File: src/rtl/majority_bist_ctrl.sv
// BIST sequencer for a three-input majority gate: sweeps all eight patterns, checks against a golden majority.
// Optional MAJORITY_BIST_LOG_EN adds first-failure logging ports (first_fail_valid, first_fail_pattern).
module majority_bist_ctrl #(
  parameter int SETTLE_CYCLES = 2,
  parameter int SWEEPS        = 1
) (
  input  logic       clk,
  input  logic       reset,
  input  logic       start,
  output logic [2:0] pattern,
  input  logic       dut_out,
  output logic       busy,
  output logic       done,
  output logic       pass,
  output logic [3:0] fail_count
`ifdef MAJORITY_BIST_LOG_EN
  ,
  output logic       first_fail_valid,
  output logic [2:0] first_fail_pattern
`endif
);

  typedef enum logic [1:0] {IDLE, APPLY, SAMPLE, DONE} state_t;

  localparam logic [3:0] LAST_SETTLE = 4'(SETTLE_CYCLES - 1);
  localparam logic [2:0] LAST_SWEEP  = 3'(SWEEPS - 1);

  state_t     state_q, state_d;
  logic [2:0] pattern_q, pattern_d;
  logic [3:0] settle_q, settle_d;
  logic [2:0] sweep_q, sweep_d;
  logic       done_q, done_d;
  logic       pass_q, pass_d;
  logic [3:0] fail_q, fail_d;
  logic       expected;
  logic       mismatch;

`ifdef MAJORITY_BIST_LOG_EN
  logic       ff_valid_q, ff_valid_d;
  logic [2:0] ff_pattern_q, ff_pattern_d;
`endif

  assign expected = (pattern_q[0] & pattern_q[1]) |
                    (pattern_q[0] & pattern_q[2]) |
                    (pattern_q[1] & pattern_q[2]);
  assign mismatch = (dut_out != expected);

  always_comb begin
    state_d   = state_q;
    pattern_d = pattern_q;
    settle_d  = settle_q;
    sweep_d   = sweep_q;
    done_d    = 1'b0;
    pass_d    = pass_q;
    fail_d    = fail_q;
`ifdef MAJORITY_BIST_LOG_EN
    ff_valid_d   = ff_valid_q;
    ff_pattern_d = ff_pattern_q;
`endif
    case (state_q)
      IDLE: begin
        pattern_d = 3'b000;
        if (start) begin
          state_d  = APPLY;
          fail_d   = 4'd0;
          pass_d   = 1'b0;
          settle_d = 4'd0;
          sweep_d  = 3'd0;
`ifdef MAJORITY_BIST_LOG_EN
          ff_valid_d   = 1'b0;
          ff_pattern_d = 3'b000;
`endif
        end
      end
      APPLY: begin
        settle_d = settle_q + 4'd1;
        if (settle_q == LAST_SETTLE) begin
          state_d = SAMPLE;
        end
      end
      SAMPLE: begin
        if (mismatch && (fail_q != 4'd15)) begin
          fail_d = fail_q + 4'd1;
        end
`ifdef MAJORITY_BIST_LOG_EN
        if (mismatch && !ff_valid_q) begin
          ff_valid_d   = 1'b1;
          ff_pattern_d = pattern_q;
        end
`endif
        // pass must reflect the final sample, so it is taken from fail_d rather than fail_q
        if ((pattern_q == 3'b111) && (sweep_q == LAST_SWEEP)) begin
          state_d = DONE;
          done_d  = 1'b1;
          pass_d  = (fail_d == 4'd0);
        end else begin
          pattern_d = pattern_q + 3'd1;
          if (pattern_q == 3'b111) begin
            sweep_d = sweep_q + 3'd1;
          end
          settle_d = 4'd0;
          state_d  = APPLY;
        end
      end
      DONE: begin
        pattern_d = 3'b000;
        state_d   = IDLE;
      end
      default: begin
        state_d   = IDLE;
        pattern_d = 3'b000;
      end
    endcase
  end

  always_ff @(posedge clk) begin
    if (reset) begin
      state_q   <= IDLE;
      pattern_q <= 3'b000;
      settle_q  <= 4'd0;
      sweep_q   <= 3'd0;
      done_q    <= 1'b0;
      pass_q    <= 1'b0;
      fail_q    <= 4'd0;
`ifdef MAJORITY_BIST_LOG_EN
      ff_valid_q   <= 1'b0;
      ff_pattern_q <= 3'b000;
`endif
    end else begin
      state_q   <= state_d;
      pattern_q <= pattern_d;
      settle_q  <= settle_d;
      sweep_q   <= sweep_d;
      done_q    <= done_d;
      pass_q    <= pass_d;
      fail_q    <= fail_d;
`ifdef MAJORITY_BIST_LOG_EN
      ff_valid_q   <= ff_valid_d;
      ff_pattern_q <= ff_pattern_d;
`endif
    end
  end

  assign pattern    = pattern_q;
  assign busy       = (state_q == APPLY) || (state_q == SAMPLE);
  assign done       = done_q;
  assign pass       = pass_q;
  assign fail_count = fail_q;
`ifdef MAJORITY_BIST_LOG_EN
  assign first_fail_valid   = ff_valid_q;
  assign first_fail_pattern = ff_pattern_q;
`endif

endmodule

File: config.mk
export PLATFORM = sky130hd
export DESIGN_NAME = majority_bist_ctrl
export DESIGN_NICKNAME = d
export VERILOG_FILES = /design/src/rtl/majority_bist_ctrl.sv
export SDC_FILE = /design/constraint.sdc
export NUM_CORES = 1
export LEC_CHECK = 0
export CAP_MARGIN = 20
export CORE_MARGIN = 8
export CORE_UTILIZATION = 50
export CTS_CLUSTER_SIZE = 12
export DETAILED_ROUTE_END_ITERATION = 8
export HOLD_SLACK_MARGIN = 0.03
export MAX_ROUTING_LAYER = met4
export PLACE_DENSITY_LB_ADDON = 0.3
export SLEW_MARGIN = 20
export SYNTH_ARGS = -nofsm -noshare
export SYNTH_HDL_FRONTEND = slang
export SYNTH_SLANG_ARGS = --single-unit
File: constraint.sdc
create_clock -name clk -period 3.1 [get_ports clk]
set_input_delay 0.465 -clock clk [delete_from_list [all_inputs] [get_ports clk]]
set_output_delay 0.465 -clock clk [all_outputs]
set_load 0.02 [all_outputs]
==> impl_metrics.env, run 1 <==
export IMPL_fin_crit_ns=2.17
export IMPL_htreeDepth=1
export IMPL_antenna_cells=0
export IMPL_ys_ff_latch=18
export IMPL_grt_pass1_vias=936
export IMPL_syn_area_per_cell_um2=8.28
export IMPL_power_mw=0.705
export IMPL_num_vias=1007
export IMPL_post_route_cells_drive_above_1_share_pct=5.44
export IMPL_rsz0062_at_grt="no"
export IMPL_fin_ws_ns=0.926
export IMPL_critPathTopFamily="buffers and inverters"
export IMPL_pre_cts_slack_ns=0.915
export IMPL_async_reset_ff_share_pct=0
export IMPL_tightest_slew_ns=0.698
export IMPL_antenna_found_initial=0
export IMPL_hp_class="flip-flop to flip-flop"
export IMPL_cp_start_kind="flip-flop"
export IMPL_clock_fmax_mhz=460
export IMPL_finalSetupTns_ns=0
export IMPL_cp_arrival_ns=1.71
export IMPL_cts_tree="built"
export IMPL_nets=163
export IMPL_grt_ovfl_total=0
export IMPL_synth_seq_area_share_pct=32.3
export IMPL_drt_total_wl_um=2450
export IMPL_syn_instance_count=135
export IMPL_start_util_pct=51.5
export IMPL_dpl_cell_area_mm2=0.00125
export IMPL_yosysUniqueCellTypes=41
export IMPL_drt_iter0_markers=59
export IMPL_power_density_mw_per_mm2=547
export IMPL_final_period_utilization_pct=70.1
export IMPL_crit_required_ns=2.63
export IMPL_outcome="finished, final reports clean"
export IMPL_holdWs_ns=0.498
export IMPL_wl_per_cell_um=14.0
export IMPL_cp_slowest_cell="clkdlybuf4s50_1"
export IMPL_synth_ff_type="dfxtp_1"
export IMPL_path_cells="inv_1, ha_1, clkdlybuf4s50_1"
export IMPL_numCtsBuffers=3
export IMPL_grt_max_degree=21
export IMPL_worst_path_buf_inv=2
export IMPL_critical_path_max_stage_delay_ns=0.61
export IMPL_grt_pass1_wl_um=4110
export IMPL_hold_buffers=0
export IMPL_die_y_um=63.3
export IMPL_drv_cap=0
export IMPL_cts_sinks=18
export IMPL_synthToLayoutAreaGrowth_pct=15.5
export IMPL_slew_viol_final=0
export IMPL_clk_insertion_delay_late_ns=0.30
export IMPL_clk_pin_slew_ns=0.11
export IMPL_grt_usage_pct=12.5
export IMPL_synth_fp_nets=150
export IMPL_cts_root_buf="clkbuf_4"
export IMPL_synth_edf_count=0
export IMPL_place_congestion=0.851
export IMPL_max_slew_margin_pct=53.3
export IMPL_ant_nets=0
export IMPL_finalInstanceArea_mm2=0.00129
export IMPL_num_rows=17
export IMPL_design_die_area_mm2=0.00400
export IMPL_drc=0
export IMPL_finalSetupViolCount=0
export IMPL_cp_max_fo=5
export IMPL_die_x_um=63.3
export IMPL_path_class="flip-flop to output pin"
export IMPL_clock_skew_ns=0.00688
export IMPL_synth_warnings=0
export IMPL_synth_area_mm2=0.00112
export IMPL_vias_per_cell=5.75
export IMPL_hold_violations=0
export IMPL_first_pass_iters=4
export IMPL_core_mm2=0.00217
export IMPL_ctsResizeCount=0
export IMPL_boundaryPins=14
export IMPL_dp_hpwl_um=1870
export IMPL_end_kind="output pin"
export IMPL_portBuffers=13
export IMPL_cts_setup_buffers=0
export IMPL_leakage_nw=0.464
export IMPL_cts_buffer_depth=2
export IMPL_ir_drop_mv=0.319
==> cells by family after synthesis <==
logic type,Yosys count,synth area share (%)
adders and majority gates,11,12.3
and+or+nand+nor,52,25.0
DFF,18,32.3
buffers and inverters,14,5.60
muxes,4,3.70
AOI/OAI and AO/OA,36,21.2
==> cell usage after synthesis, types with 2 or more instances <==
cell / n / share of area [%]
dfxtp_1: 18 / 32
a22oi_1: 2 / 1.3
o32ai_1: 2 / 1.6
o221ai_1: 2 / 1.6
nand2_1: 10 / 3.4
a31oi_1: 2 / 1.1
nor2b_1: 3 / 1.7
ha_1: 11 / 12
buf_2: 2 / 0.90
inv_1: 9 / 3.0
nor2_1: 16 / 5.4
nand3_1: 4 / 1.8
or3_1: 2 / 1.1
nand2b_1: 4 / 2.2
clkbuf_1: 2 / 0.67
o21ai_0: 11 / 4.9
a311oi_1: 2 / 1.6
mux2i_1: 3 / 2.7
nor3_1: 2 / 0.90
a21oi_1: 7 / 3.1
==> per-stage QoR <==
step / instances / util, %
after floorplan: 135 / -
after global placement: 171 / 57.8
after detailed placement: 171 / 57.8
after CTS: 175 / 59.5
after global routing: 175 / 59.5
final: 175 / 59.5
==> layer usage <==
metal | vias up | track usage [%] | routed length (um)
met5 | - | - | 0
met4 | 0 | 4.18 | 30
met3 | 5 | 3.36 | 138
met2 | 30 | 20.2 | 1120
met1 | 461 | 14.8 | 1160
li1 | 511 | - | -
==> worst paths after layout <==
kind / startpoint / end / slack [ns] / depth (start not counted)
hold / removal: pass / pass / 0.50 / 2
setup reg to reg: pattern[0] / settle_q[1] / 0.98 / 6
hold reg to reg: pass / pass / 0.50 / 2
setup / recovery: state_q[0] / busy / 0.93 / 3
==> worst min-delay path, delay by kind of cell, from the launching register on <==
kind | cells | cell delay, ns
AOI/OAI and AO/OA | 1 | 0.07
DFF | 1 | 0.33
and+or+nand+nor | 1 | 0.06
==> registers in the layout, summed over array words and instances (netlist names) <==
register	flops
fail_count	4
settle_q	4
pattern	3
sweep_q	3
state_q	2
done	1
pass	1
==> cell usage in the layout, fill, tap and decap left out, drive strengths merged <==
| cell | count |
|---|---|
| a211oi | 1 |
| a21boi | 1 |
| a21oi | 8 |
| a221oi | 1 |
| a22oi | 2 |
| a311o | 1 |
| a311oi | 2 |
| a31oi | 2 |
| and2 | 1 |
| and4b | 1 |
| clkbuf | 4 |
| clkdlybuf4s50 | 13 |
| dfxtp | 18 |
| ha | 11 |
| inv | 9 |
| mux2 | 1 |
| mux2i | 3 |
| nand2 | 10 |
| nand2b | 4 |
| nand3 | 4 |
| nand3b | 1 |
| nand4b | 1 |
| nand4bb | 1 |
| nor2 | 16 |
| nor2b | 3 |
| nor3 | 2 |
| nor4 | 1 |
| nor4b | 1 |
| o21a | 1 |
| o21ai | 11 |
| o221ai | 2 |
| o22a | 1 |
| o31ai | 1 |
| o32ai | 2 |
| or2 | 1 |
| or3 | 3 |
| or3b | 1 |
| or4b | 1 |
==> power breakdown <==
part / leakage, nW / switching [mW] / internal [mW]
Combinational: 0.297 / 0.172 / 0.114
Sequential: 0.145 / 0.0207 / 0.248
Clock: 0.0210 / 0.0784 / 0.0715
==> layout make-up <==
type / instances / area, um^2
clock buffers: 4 / 36.3
fillers: 216 / 880
inverters: 9 / 33.8
multi-input cells: 103 / 694
flip-flops and latches: 18 / 360
well taps: 28 / 35.0
repair buffers: 13 / 130
(Power assumes the default switching activity.)
==> run 2, diff against run 1 <==
Clock period 3.1 ns to 2 ns, I/O delays scaled along.
==> impl_metrics.env, run 2 (synthesized netlist as in run 1, its figures left out) <==
export IMPL_cts_setup_buffers=0
export IMPL_grt_usage_pct=12.9
export IMPL_cp_max_fo=8
export IMPL_finalSetupTns_ns=0
export IMPL_num_vias=1042
export IMPL_crit_required_ns=2.25
export IMPL_mostFrequentLayoutCells="17 x dfxtp_1, 16 x nor2_1, 12 x clkdlybuf4s50_1"
export IMPL_grt_max_degree=11
export IMPL_cts_root_buf="clkbuf_4"
export IMPL_internal_power_mw=0.705
export IMPL_switching_share_pct=38.0
export IMPL_cts_sinks=18
export IMPL_synthToLayoutAreaGrowth_pct=20.9
export IMPL_drt_iter0_markers=36
export IMPL_critPathTopFamily="simple AND/OR/NAND/NOR gates"
export IMPL_antenna_found_initial=0
export IMPL_grt_pass1_vias=977
export IMPL_critical_path_max_stage_delay_ns=0.36
export IMPL_cp_start_kind="flip-flop"
export IMPL_boundaryPins=14
export IMPL_dp_hpwl_um=1860
export IMPL_clk_insertion_delay_late_ns=0.30
export IMPL_cp_arrival_ns=2.15
export IMPL_die_x_um=63.3
export IMPL_first_pass_iters=4
export IMPL_holdWs_ns=0.492
export IMPL_die_y_um=63.3
export IMPL_outcome="finished, final reports clean"
export IMPL_end_kind="flip-flop"
export IMPL_rsz0062_at_grt="yes"
export IMPL_worst_path_buf_inv=0
export IMPL_nets=170
export IMPL_fin_ws_ns=0.101
export IMPL_clock_skew_ns=0.00191
export IMPL_clk_pin_slew_ns=0.11
export IMPL_wl_per_cell_um=13.5
export IMPL_power_density_mw_per_mm2=841
export IMPL_antenna_cells=0
export IMPL_drt_total_wl_um=2460
export IMPL_ir_drop_mv=0.586
export IMPL_slew_viol_final=0
export IMPL_p_sw_mw=0.431
export IMPL_start_util_pct=51.5
export IMPL_clkPwrFrac_pct=20.4
export IMPL_cts_tree="built"
export IMPL_ant_nets=0
export IMPL_vias_per_cell=5.73
export IMPL_path_cells="ha_1, ha_2, and4b_1, or3_4, or3_1, a21oi_2"
export IMPL_max_slew_margin_pct=71.8
export IMPL_design_die_area_mm2=0.00400
export IMPL_pre_cts_slack_ns=0.0790
export IMPL_cts_buffer_depth=2
export IMPL_grt_pass1_wl_um=4190
export IMPL_layout_commonest_cell="dfxtp_1"
export IMPL_leakage_nw=0.500
export IMPL_drv_cap=0
export IMPL_power_frac_seq_pct=36.9
export IMPL_numCtsBuffers=3
export IMPL_fin_crit_ns=1.90
export IMPL_num_rows=17
export IMPL_hold_buffers=0
export IMPL_place_congestion=0.881
export IMPL_post_route_cells_drive_above_1_share_pct=11.7
export IMPL_grt_ovfl_total=0
export IMPL_final_period_utilization_pct=95.0
export IMPL_power_mw=1.14
export IMPL_tightest_slew_ns=0.422
export IMPL_drc=0
export IMPL_cp_slowest_cell="dfxtp_2"
export IMPL_core_mm2=0.00217
export IMPL_path_class="flip-flop to flip-flop"
export IMPL_portBuffers=13
export IMPL_hp_class="flip-flop to flip-flop"
export IMPL_clock_fmax_mhz=527
export IMPL_hold_violations=0
export IMPL_p_comb_share_pct=42.7
export IMPL_n_fill_cell=192
export IMPL_ctsResizeCount=1
export IMPL_htreeDepth=1
export IMPL_finalSetupViolCount=0
[run 2: cell count changes in the layout (fill, tap and decap cells not counted)]
cell,change
dlygate4sd2_1,+1
ha_2,+1
dfxtp_2,+1
ha_1,-1
nor4_2,+1
dfxtp_1,-1
clkdlybuf4s50_1,-1
nor4_1,-1
buf_4,+7
[run 2: cell type report]
| type | count | area [um^2] | area share, % |
|---|---|---|---|
| clock buffer | 4 | 36.3 | 2.69 |
| multi-input combinational | 103 | 703 | 52.0 |
| sequential | 18 | 362 | 26.8 |
| tap | 28 | 35.0 | 2.59 |
| inverter | 9 | 33.8 | 2.50 |
| timing repair buffer | 20 | 181 | 13.4 |
[run 2: tightest hold or removal path, cell delays in order (launching register included)]
cell	delay (ns)
dfxtp_1	0.33
nand2b_1	0.06
o32ai_1	0.06
[run 2: through the flow]
stage | std cells | area, um^2 | util, %
floorplan | 135 | 1120 | -
detailed placement | 178 | 1310 | 60.4
CTS | 182 | 1350 | 62.0
global route | 182 | 1350 | 62.3
global placement | 178 | 1310 | 60.4
finish | 182 | 1350 | 62.3
[run 2: worst paths after layout]
check	from	end	slack, ns	depth (start not counted)
worst max-delay path	pattern[0]	settle_q[1]	0.10	6
worst max register to register	pattern[0]	settle_q[1]	0.10	6
worst min register to register	pass	pass	0.49	2
worst min-delay path	pass	pass	0.49	2
[run 2: power by group through the flow]
stage / Combinational (mW) / Clock [mW] / Sequential, mW
2_1_floorplan: 0.330 / 0 / 0.425
4_1_cts: 0.478 / 0.238 / 0.419
5_1_grt: 0.545 / 0.251 / 0.425
3_5_place_dp: 0.485 / 0 / 0.427
6_report: 0.485 / 0.232 / 0.419
3_3_place_gp: 0.478 / 0 / 0.423
[run 2: routing by layer]
metal / routed length (um) / GRT usage [%] / share of wire, %
met1: 1160 / 14.2 / 47
met5: 0 / - / 0
met3: 118 / 2.47 / 4.8
met2: 1130 / 21.6 / 46
met4: 53 / 6.69 / 2.2
==> run 3, diff against run 2 <==
Settings changed: CORE_UTILIZATION 50 to 54, SETUP_SLACK_MARGIN from default to 0.4.
==> impl_metrics.env, run 3 (synthesized netlist as in run 1, its figures left out) <==
export IMPL_portBuffers=13
export IMPL_htreeDepth=1
export IMPL_rsz0062_at_grt="yes"
export IMPL_place_congestion=0.811
export IMPL_clk_insertion_delay_late_ns=0.30
export IMPL_internal_power_mw=0.833
export IMPL_cts_sinks=18
export IMPL_antenna_found_initial=0
export IMPL_start_util_pct=57.0
export IMPL_cp_max_fo=4
export IMPL_dp_cells=175
export IMPL_dp_hpwl_um=1840
export IMPL_finalSetupViolCount=0
export IMPL_core_mm2=0.00196
export IMPL_grt_max_degree=16
export IMPL_drv_cap=0
export IMPL_regArea_um2=374
export IMPL_mostFrequentLayoutCells="24 x buf_4, 15 x nor2_1, 11 x dfxtp_1"
export IMPL_nets=190
export IMPL_clock_fmax_mhz=571
export IMPL_grt_ovfl_total=0
export IMPL_max_slew_margin_pct=79.5
export IMPL_numCtsBuffers=3
export IMPL_hold_violations=0
export IMPL_startpoint="pattern[1]"
export IMPL_antenna_cells=0
export IMPL_instances_no_fill=201
export IMPL_clkPwrFrac_pct=16.8
export IMPL_wl_per_cell_um=18.0
export IMPL_multi_input_area_um2=847
export IMPL_n_fill_cell=109
export IMPL_reg2reg_slack_ns=0.25
export IMPL_fin_crit_ns=1.75
export IMPL_reg2reg_depth=6
export IMPL_holdWs_ns=0.505
export IMPL_boundaryPins=14
export IMPL_crit_required_ns=2.25
export IMPL_cts_buffer_depth=2
export IMPL_finalSetupTns_ns=0
export IMPL_die_x_um=61.5
export IMPL_vias_per_cell=6.06
export IMPL_path_class="flip-flop to flip-flop"
export IMPL_layout_commonest_cell="buf_4"
export IMPL_die_y_um=61.5
export IMPL_switching_share_pct=40.2
export IMPL_first_pass_iters=4
export IMPL_drc=0
export IMPL_worstReg2RegStart="pattern[1]"
export IMPL_leakage_nw=0.692
export IMPL_drt_total_wl_um=3620
export IMPL_final_period_utilization_pct=87.5
export IMPL_slew_viol_final=0
export IMPL_power_mw=1.39
export IMPL_drt_iter0_markers=55
export IMPL_power_frac_seq_pct=29.6
export IMPL_finalInstanceArea_mm2=0.00166
export IMPL_cts_root_buf="clkbuf_4"
export IMPL_hp_class="flip-flop to flip-flop"
export IMPL_grt_usage_pct=17.4
export IMPL_outcome="finished, final reports clean"
export IMPL_clock_skew_ns=0.00120
export IMPL_end_kind="flip-flop"
export IMPL_ant_nets=0
export IMPL_power_density_mw_per_mm2=838
export IMPL_ir_drop_mv=0.872
export IMPL_synthToLayoutAreaGrowth_pct=48.7
export IMPL_grt_pass1_wl_um=4810
export IMPL_cp_start_kind="flip-flop"
export IMPL_num_rows=16
export IMPL_clk_pin_slew_ns=0.11
export IMPL_grt_pass1_vias=1081
export IMPL_cp_arrival_ns=2.00
export IMPL_design_die_area_mm2=0.00378
export IMPL_dpl_cell_area_mm2=0.00133
export IMPL_hold_buffers=0
export IMPL_post_route_cells_drive_above_1_share_pct=36.8
export IMPL_p_sw_mw=0.560
export IMPL_cts_tree="built"
export IMPL_r2r_end="settle_q[1]"
export IMPL_endpoint="settle_q[1]"
export IMPL_p_comb_share_pct=53.6
export IMPL_num_vias=1219
export IMPL_tightest_slew_ns=0.305
[run 3: changes by cell type in the layout (fill, tap and decap cells not counted), sizes merged]
| cell | previous run | this run |
|---|---|---|
| buf | 7 | 27 |
| clkbuf | 4 | 5 |
| clkdlybuf4s50 | 12 | 4 |
| clkinvlp | 0 | 1 |
| dlygate4sd2 | 1 | 7 |
| dlymetal6s2s | 0 | 1 |
| inv | 9 | 8 |
[run 3: critical path: stages, from the launching register on]
cell and delay (ns):
dfxtp_4 0.37, ha_4 0.17, ha_4 0.16, and4b_1 0.19, or3_4 0.35, or3_1 0.33
a21oi_2 0.13
[run 3: layout make-up]
class | count | area share, %
repair buffers | 40 | 20.0
multi-input cells | 103 | 51.0
clock buffers | 4 | 2.18
well taps | 27 | 2.03
flip-flops and latches | 18 | 22.5
inverters | 9 | 2.26
[run 3: worst min-delay path by stage]
stage               slack, ns     endpoint         from  cells after the start
floorplan                0.45   state_q[1]   state_q[1]                      1
global placement         0.47   state_q[1]   state_q[1]                      1
detailed placement       0.48         pass         pass                      2
CTS                      0.50         pass         pass                      2
global route             0.54  settle_q[3]  settle_q[3]                      2
finish                   0.50   sweep_q[0]   sweep_q[0]                      2
[run 3: metrics by stage]
| stage | utilization [%] | worst slack, ns |
|---|---|---|
| 2_1_floorplan | - | 0.132 |
| 3_3_place_gp | 67.9 | 0.213 |
| 3_5_place_dp | 67.9 | 0.187 |
| 4_1_cts | 78.4 | 0.260 |
| 5_1_grt | 84.7 | 0.164 |
| 6_report | 84.7 | 0.250 |
[run 3: repair_timing]
item | 4_1_cts | 5_1_grt
setup endpoints to repair | 24 | 19
gates resized for setup | 30 | 18
buffers inserted | 13 | 9
pin swaps | 10 | 7
[run 3: layer usage]
metal  up-vias  part of all wire [%]  GRT usage (%)
li1        570                     -              -
met1       572                    40           19.6
met2        65                    50           28.4
met3        12                   6.4           2.71
met4         0                   3.1           9.74
met5         -                     0              -
[run 3: power groups by stage]
stage | combinational [mW] | clock (mW) | sequential [mW]
after CTS | 0.570 | 0.238 | 0.411
final | 0.747 | 0.233 | 0.412
after floorplan | 0.335 | 0 | 0.429
after detailed placement | 0.461 | 0 | 0.431
after global placement | 0.455 | 0 | 0.428
after global routing | 0.800 | 0.251 | 0.418
